==> src/rtl/masked_merge_regfile.sv <==
// Multi-entry wide register file with NPORTS bit-masked write ports.
// Init sweep after reset/clear, registered read, collision count, address errors.
module masked_merge_regfile #(
  parameter int WIDTH = 128,
  parameter int DEPTH = 4,
  parameter int NPORTS = 2,
  parameter int ADDR_W = (DEPTH > 1) ? $clog2(DEPTH) : 1,
  parameter logic [WIDTH-1:0] INIT_VALUE = {WIDTH{1'b1}},
  parameter int CNT_W = 16
) (
  input  logic                     clk,
  input  logic                     rst_n,
  input  logic                     clear,
  input  logic [NPORTS-1:0]        wr_en,
  input  logic [NPORTS*ADDR_W-1:0] wr_addr,
  input  logic [NPORTS*WIDTH-1:0]  wr_data,
  input  logic [NPORTS*WIDTH-1:0]  wr_mask,
  input  logic                     rd_en,
  input  logic [ADDR_W-1:0]        rd_addr,
  output logic [WIDTH-1:0]         rd_data,
  output logic                     rd_valid,
  output logic                     ready,
  output logic [CNT_W-1:0]         collision_cnt,
  output logic                     addr_err
);

  typedef enum logic {S_INIT, S_RUN} state_t;

  state_t            state, state_nxt;
  logic [ADDR_W-1:0] init_ptr, init_ptr_nxt;
  logic              ready_nxt;

  logic [WIDTH-1:0]  mem     [DEPTH];
  logic [WIDTH-1:0]  mem_nxt [DEPTH];

  logic [ADDR_W-1:0] wa [NPORTS];
  logic [WIDTH-1:0]  wd [NPORTS];
  logic [WIDTH-1:0]  wm [NPORTS];
  logic [NPORTS-1:0] wr_ok, wr_act;

  logic              accept, rd_ok, coll, bad_acc;
  logic [WIDTH-1:0]  rd_mux;

  // clear cycle drops every access presented with it
  assign accept = (state == S_RUN) && !clear;
  assign rd_ok  = 32'(rd_addr) < 32'(DEPTH);

  always_comb begin
    for (int p = 0; p < NPORTS; p++) begin
      wa[p]     = wr_addr[p*ADDR_W +: ADDR_W];
      wd[p]     = wr_data[p*WIDTH +: WIDTH];
      wm[p]     = wr_mask[p*WIDTH +: WIDTH];
      wr_ok[p]  = 32'(wa[p]) < 32'(DEPTH);
      wr_act[p] = accept && wr_en[p] && wr_ok[p];
    end
  end

  // ascending port order: highest enabled port wins each contested bit
  always_comb begin
    for (int e = 0; e < DEPTH; e++) begin
      mem_nxt[e] = mem[e];
      if (state == S_INIT) begin
        if (init_ptr == ADDR_W'(e)) mem_nxt[e] = INIT_VALUE;
      end else begin
        for (int p = 0; p < NPORTS; p++) begin
          if (wr_act[p] && wa[p] == ADDR_W'(e))
            mem_nxt[e] = (mem_nxt[e] & ~wm[p]) | (wd[p] & wm[p]);
        end
      end
    end
  end

  always_comb begin
    coll = 1'b0;
    for (int p = 0; p < NPORTS; p++) begin
      for (int q = p + 1; q < NPORTS; q++) begin
        if (wr_act[p] && wr_act[q] && wa[p] == wa[q] && |(wm[p] & wm[q]))
          coll = 1'b1;
      end
    end
  end

  always_comb begin
    rd_mux = '0;
    for (int e = 0; e < DEPTH; e++) begin
      if (rd_addr == ADDR_W'(e)) rd_mux = mem[e];
    end
  end

  assign bad_acc = accept && ((|(wr_en & ~wr_ok)) || (rd_en && !rd_ok));

  always_comb begin
    state_nxt    = state;
    init_ptr_nxt = init_ptr;
    ready_nxt    = ready;
    unique case (state)
      S_INIT: begin
        init_ptr_nxt = init_ptr + ADDR_W'(1);
        if (init_ptr == ADDR_W'(DEPTH - 1)) begin
          state_nxt    = S_RUN;
          init_ptr_nxt = '0;
          ready_nxt    = 1'b1;
        end
      end
      S_RUN: begin
        if (clear) begin
          state_nxt    = S_INIT;
          init_ptr_nxt = '0;
          ready_nxt    = 1'b0;
        end
      end
    endcase
  end

  // storage has no reset; the sweep initialises it
  always_ff @(posedge clk) begin
    for (int e = 0; e < DEPTH; e++) mem[e] <= mem_nxt[e];
  end

  always_ff @(posedge clk or negedge rst_n) begin
    if (!rst_n) begin
      state         <= S_INIT;
      init_ptr      <= '0;
      ready         <= 1'b0;
      rd_data       <= '0;
      rd_valid      <= 1'b0;
      collision_cnt <= '0;
      addr_err      <= 1'b0;
    end else begin
      state    <= state_nxt;
      init_ptr <= init_ptr_nxt;
      ready    <= ready_nxt;
      rd_valid <= accept && rd_en;
      if (accept && rd_en) rd_data <= rd_ok ? rd_mux : '0;
      if (coll && collision_cnt != {CNT_W{1'b1}})
        collision_cnt <= collision_cnt + CNT_W'(1);
      if (bad_acc) addr_err <= 1'b1;
    end
  end

endmodule

==> config.mk <==
export PLATFORM = sky130hd
export DESIGN_NAME = masked_merge_regfile
export DESIGN_NICKNAME = d
export VERILOG_FILES = /design/src/rtl/masked_merge_regfile.sv
export SDC_FILE = /design/constraint.sdc
export NUM_CORES = 2
export LEC_CHECK = 0
export BUFFER_PORTS_ARGS = -buffer_cell sky130_fd_sc_hd__buf_2
export CORE_UTILIZATION = 45
export CTS_BUF_LIST = sky130_fd_sc_hd__clkbuf_8
export CTS_CLUSTER_DIAMETER = 100
export DETAILED_ROUTE_END_ITERATION = 10
export PLACE_DENSITY = 0.64
export SETUP_SLACK_MARGIN = 0.02
export SKIP_CTS_REPAIR_TIMING = 1
export SLEW_MARGIN = 20
export SYNTH_ARGS = -nofsm -noshare
export SYNTH_HDL_FRONTEND = slang
export SYNTH_SLANG_ARGS = --single-unit
==> constraint.sdc <==
create_clock -name clk -period 7 [get_ports clk]
set_input_delay 0.7 -clock clk [delete_from_list [all_inputs] [get_ports clk]]
set_output_delay 0.7 -clock clk [all_outputs]
set_load 0.05 [all_outputs]
**Word-level counts from Yosys, hierarchy flattened**

Memories as Yosys holds them, arrays and structs flattened.
Index checks and enable logic that the tools add are counted.

- Register bits after elaboration: 149
- RAM bits: 512
- Input bits: 524
- Output and inout bits: 147
- Word-level logic and storage cells: 104
- Memories kept: 1

Memories:

| memory | depth | bits a word | rd ports | clocked after memory_dff | wr ports | RTL line | source |
|---|---|---|---|---|---|---|---|
| mem | 4 | 128 | 4 | 0 | 4 | 33 | `logic [WIDTH-1:0] mem [DEPTH];` |

- Add/sub/neg operators: 2
- Equality and inequality tests: 16
- Mux-type cells: 34
- Bitwise operators: 22
- Reductions and logical operators: 23

Operators with widths:

| kind | number |
|---|---|
| $mux 128 | 24 |
| $and 128x128->128 | 11 |
| $or 128x128->128 | 8 |
| $not 128->128 | 2 |
| $reduce_or 128->1 | 1 |
| $add 16x1->16 const B | 1 |
| $eq 2x2->1 const B | 8 |
| $logic_and 1x1->1 | 16 |
| $ne 16x16->1 const B | 1 |
| $eq 2x1->1 const B | 4 |
| $logic_not 2->1 | 4 |
| $mux 1 | 5 |
| $mux 2 | 2 |
| $pmux 1 s2 | 2 |
| $pmux 2 s2 | 1 |
| $add 2x1->2 const B | 1 |
| $eq 2x2->1 | 1 |
| $ne 2x1->1 const B | 1 |
| $ne 2x2->1 const B | 1 |
| $reduce_and 2->1 | 1 |
| $logic_not 1->1 | 1 |
| $not 1->1 | 1 |

**Logic depth before layout (Yosys ltp)**

- Depth in word-level cells: 10
- Mapped depth: 10
- Gate-level depth less buffers: 7

**Worst setup path before layout**

OpenSTA, ideal clock, no wires.

- Kind: reg2reg
- Start point: register state (netlist name)
- End point: memory mem[3][0] (enable)
- Library setup time: 433 ps
- Arrival: 2287 ps
- Data required time: 6567 ps
- Path slack: 4280 ps
- Stages on the path, launching flop included: 3
- Buffers on the path: 1
- Clock period less this slack: 2720 ps
- Path through: dfrtp_1 > clkbuf_1 > or2_2

RTL lines:

| element | RTL line |
|---|---|
| end, declared | 33 |

==> run summary <==
Outcome - complete, no violations
DRC viols - 0
Req. time, crit path - 7510 ps
Grt peak-use layer - met2
Worst R2R End - mem[1][54]$_SDFFCE_PN1P_
Vias in the first global route - 38300
Synth-to-Final Area Change - 13.1%
Hold Startpoint - clear
DR pass1 iterations - 8
Final Skew - 41.2 ps
Max-Cap Viols - 0
Hold path depth - 2
M1 GR Usage - 49.1%
Top cells by area, synth - edfxtp_1 36%, nand2_1 10%, dfrtp_1 8.6%
R2R setup slack - 2940 ps
Net count reported at finish - 5654
CTS tree - yes
Root buffer cell - clkbuf_8
Post-synth ARST share - 22.5%
WL final - 182 mm
Net Sw Power - 5.75 mW
RSZ-0062 raised after global routing - no
Max Slew Vio Count - 0
DP HPWL - 114 mm
Post-route clock period utilization - 58.1%
GR Overflow Total - 0
1st-iter DRT viols - 5947
Synth warnings - 0
Finished Core Util - 51.5%
Internal power - 7.97 mW
Slew @ Worst Pin - 1210 ps
Area share of the leading cell type in the synthesized netlist - 35.5%
Initial antenna violation count - 103
Synth cell types - 41
Post-route ant nets - 0
Post-synth EDFFs - 512
Setup violators final - 0
Initial core utilization - 45.5%
Mux contribution to synthesized area - 10.1%
PwrDens - 280 mW/mm^2
Largest family of logic cells by synthesized area - simple AND/OR/NAND/NOR gates
Worst Setup End Kind - flop
Clock Tree Buf Depth - 3
# rows - 113
Cts bufs inserted - 132
Met2 usage - 53.8%
Synthesized cell area - 0.0433 mm^2
Drt wl/cell - 27.6 um
Main synth FF type - edfxtp_1
Routability Congestion - 0.900
Register share of total power - 39.2%
Sw Ratio - 41.9%
Met3 Resource Use GR - 9.99%
Simple-Gate Fraction of Synth Area - 24.3%
Post-Synth XOR/XNOR Area - 0.324%
Worst-path clk slew - 60 ps
Syn_nets - 5384
Largest net degree at the start of global routing - 221
Register-to-Register Path Depth - 9
Comb power frac - 32.2%
Layout cells sized above 1 - 22.1%
Final hold vios - 0
Complex-gate fraction of the synthesized area - 15.0%
Power, Total - 13.7 mW
Final min period - 4060 ps
Critical Path Source Type - flop
Worst VDD drop - 0.398 mV
Die area - 0.0975 mm^2
Slew HR - 19.3%
Average size of a mapped cell - 8.92 um^2
Critical path class - flop to flop
Adder-Cell Fraction of Synth Area - 0.144%
Flop and latch count out of synthesis - 661
Vias per inst - 6.43
Area leader, netlist - edfxtp_1
Core ar. - 0.0952 mm^2
Fmax - 246 MHz
Hold Path Class - input pin to flop
Die height - 312 um
Worst hold endpoint - ready$_DFFE_PN0P_
TNS Setup - 0 ps
Syn Inst Count - 4855
Sequential fraction of the synthesis area - 44.1%
Critical R2R Launch - state$_DFF_PN0_
H-tree depth - 4
Worst-Skew Late Latency - 850 ps
Power share of the clock group - 28.6%
First-pass GRT wire length - 263 mm
Clk sinks - 661
Largest fanout on the critical path - 144
Port bufs - 669
Leakage - 17.2 nW
I/O pins - 671
Hold_ws - 100 ps
Crit path DAT - 4570 ps
All-Layer GR Usage - 36.3%
Die X - 312 um
Via count - 42400
[state kept, by name (all words and copies together), names as in the netlist]
name / cells
rd_data: 128
mem: 512
init_ptr: 2
state: 1
ready: 1
rd_valid: 1
collision_cnt: 16
[placed cells by master (no fill, tap or decap), types with 3 or more instances in the layout]
cell type      n
nor3b_4        4
mux2_2       128
a22oi_1       14
clkinvlp_4     5
inv_1         60
a22o_1        26
edfxtp_1     512
nand3_1      136
buf_4         17
buf_12        18
o21ai_0      279
o21ai_1      234
ha_1           5
dfrtp_1      148
nor2_1       519
nor3_1         9
clkbuf_8     154
buf_2        666
xor2_1        16
diode_2       94
nor4_1         3
a221oi_1     409
inv_6          3
nand2_1     1161
nand4_1       12
clkinv_2      15
or2_4          4
and3_1       513
mux4_2       128
clkinv_1      12
[layer usage]
layer	part of all wire, %	vias up
li1	-	18400
met1	39	20600
met2	44	2868
met3	13	498
met4	4.7	58
met5	0.22	-
[cell usage after synthesis, types with 2 or more instances]
cell type,n
mux2_2,128
inv_1,4
a221oi_1,409
mux4_2,128
buf_6,8
nor4_1,3
ha_1,5
a22o_1,26
and3_1,513
o21ai_1,234
dfrtp_1,149
or2_2,4
and4_1,3
nand4_1,12
buf_1,22
nor2_1,519
nor3b_2,4
edfxtp_1,512
mux2_4,2
clkbuf_1,231
nor3_1,9
nand2_1,1161
buf_4,7
a22oi_1,14
inv_2,2
buf_2,301
nand3_1,136
xor2_1,16
nor3_2,3
o21ai_0,279
[worst max-delay path: stages (launching register included)]
cell and delay (ps):
dfrtp_4 1050, inv_2 140, nor2_4 230, nand2_2 150, nor3b_4 250, buf_12 490
buf_4 670, nand2_1 110, a221oi_1 270, o21ai_1 110
[metrics by stage]
stage	std cells	setup WS (ps)	instance area (um^2)
after global placement	6254	2860	46200
after global routing	6552	2740	48900
after CTS	6500	3080	48700
after floorplan	4855	4280	43300
after detailed placement	6255	2850	46200
final	6595	2940	49000
[area by class of cell]
| type | count | area, um^2 |
|---|---|---|
| Antenna cell | 94 | 235 |
| Clock buffer | 153 | 2110 |
| Clock inverter | 92 | 405 |
| Fill cell | 8896 | 46200 |
| Inverter | 6 | 22.5 |
| Multi-Input combinational cell | 3619 | 21600 |
| Sequential cell | 661 | 19100 |
| Tap cell | 1265 | 1580 |
| Timing Repair Buffer | 705 | 3870 |
[power by group through the flow]
stage | clock (mW) | sequential (mW) | combinational [mW]
CTS | 3.96 | 5.37 | 4.38
global route | 4.11 | 5.42 | 4.54
detailed placement | 0 | 5.44 | 4.37
global placement | 0 | 5.44 | 4.36
floorplan | 0 | 6.46 | 1.63
finish | 3.92 | 5.39 | 4.42
[worst max path at each step]
stage	start	endpoint	slack [ps]	cells after the start
final	state$_DFF_PN0_	mem[1][54]$_SDFFCE_PN1P_	2940	9
after global routing	state$_DFF_PN0_	mem[2][115]$_SDFFCE_PN1P_	2740	8
after CTS	state$_DFF_PN0_	mem[1][48]$_SDFFCE_PN1P_	3080	9
after detailed placement	wr_mask[186]	collision_cnt[1]$_DFFE_PN0P_	2850	8
after global placement	wr_mask[186]	collision_cnt[1]$_DFFE_PN0P_	2860	8
after floorplan	state$_DFF_PN0_	mem[3][0]$_SDFFCE_PN1P_	4280	2
[cell families after synthesis]
logic type	after synthesis
mux	258
other cells	1
flops	661
fa+ha+maj	5
simple gates	2374
xor+xnor	16
compound gates	965
buf+inv	575
(Power assumes the default switching activity.)
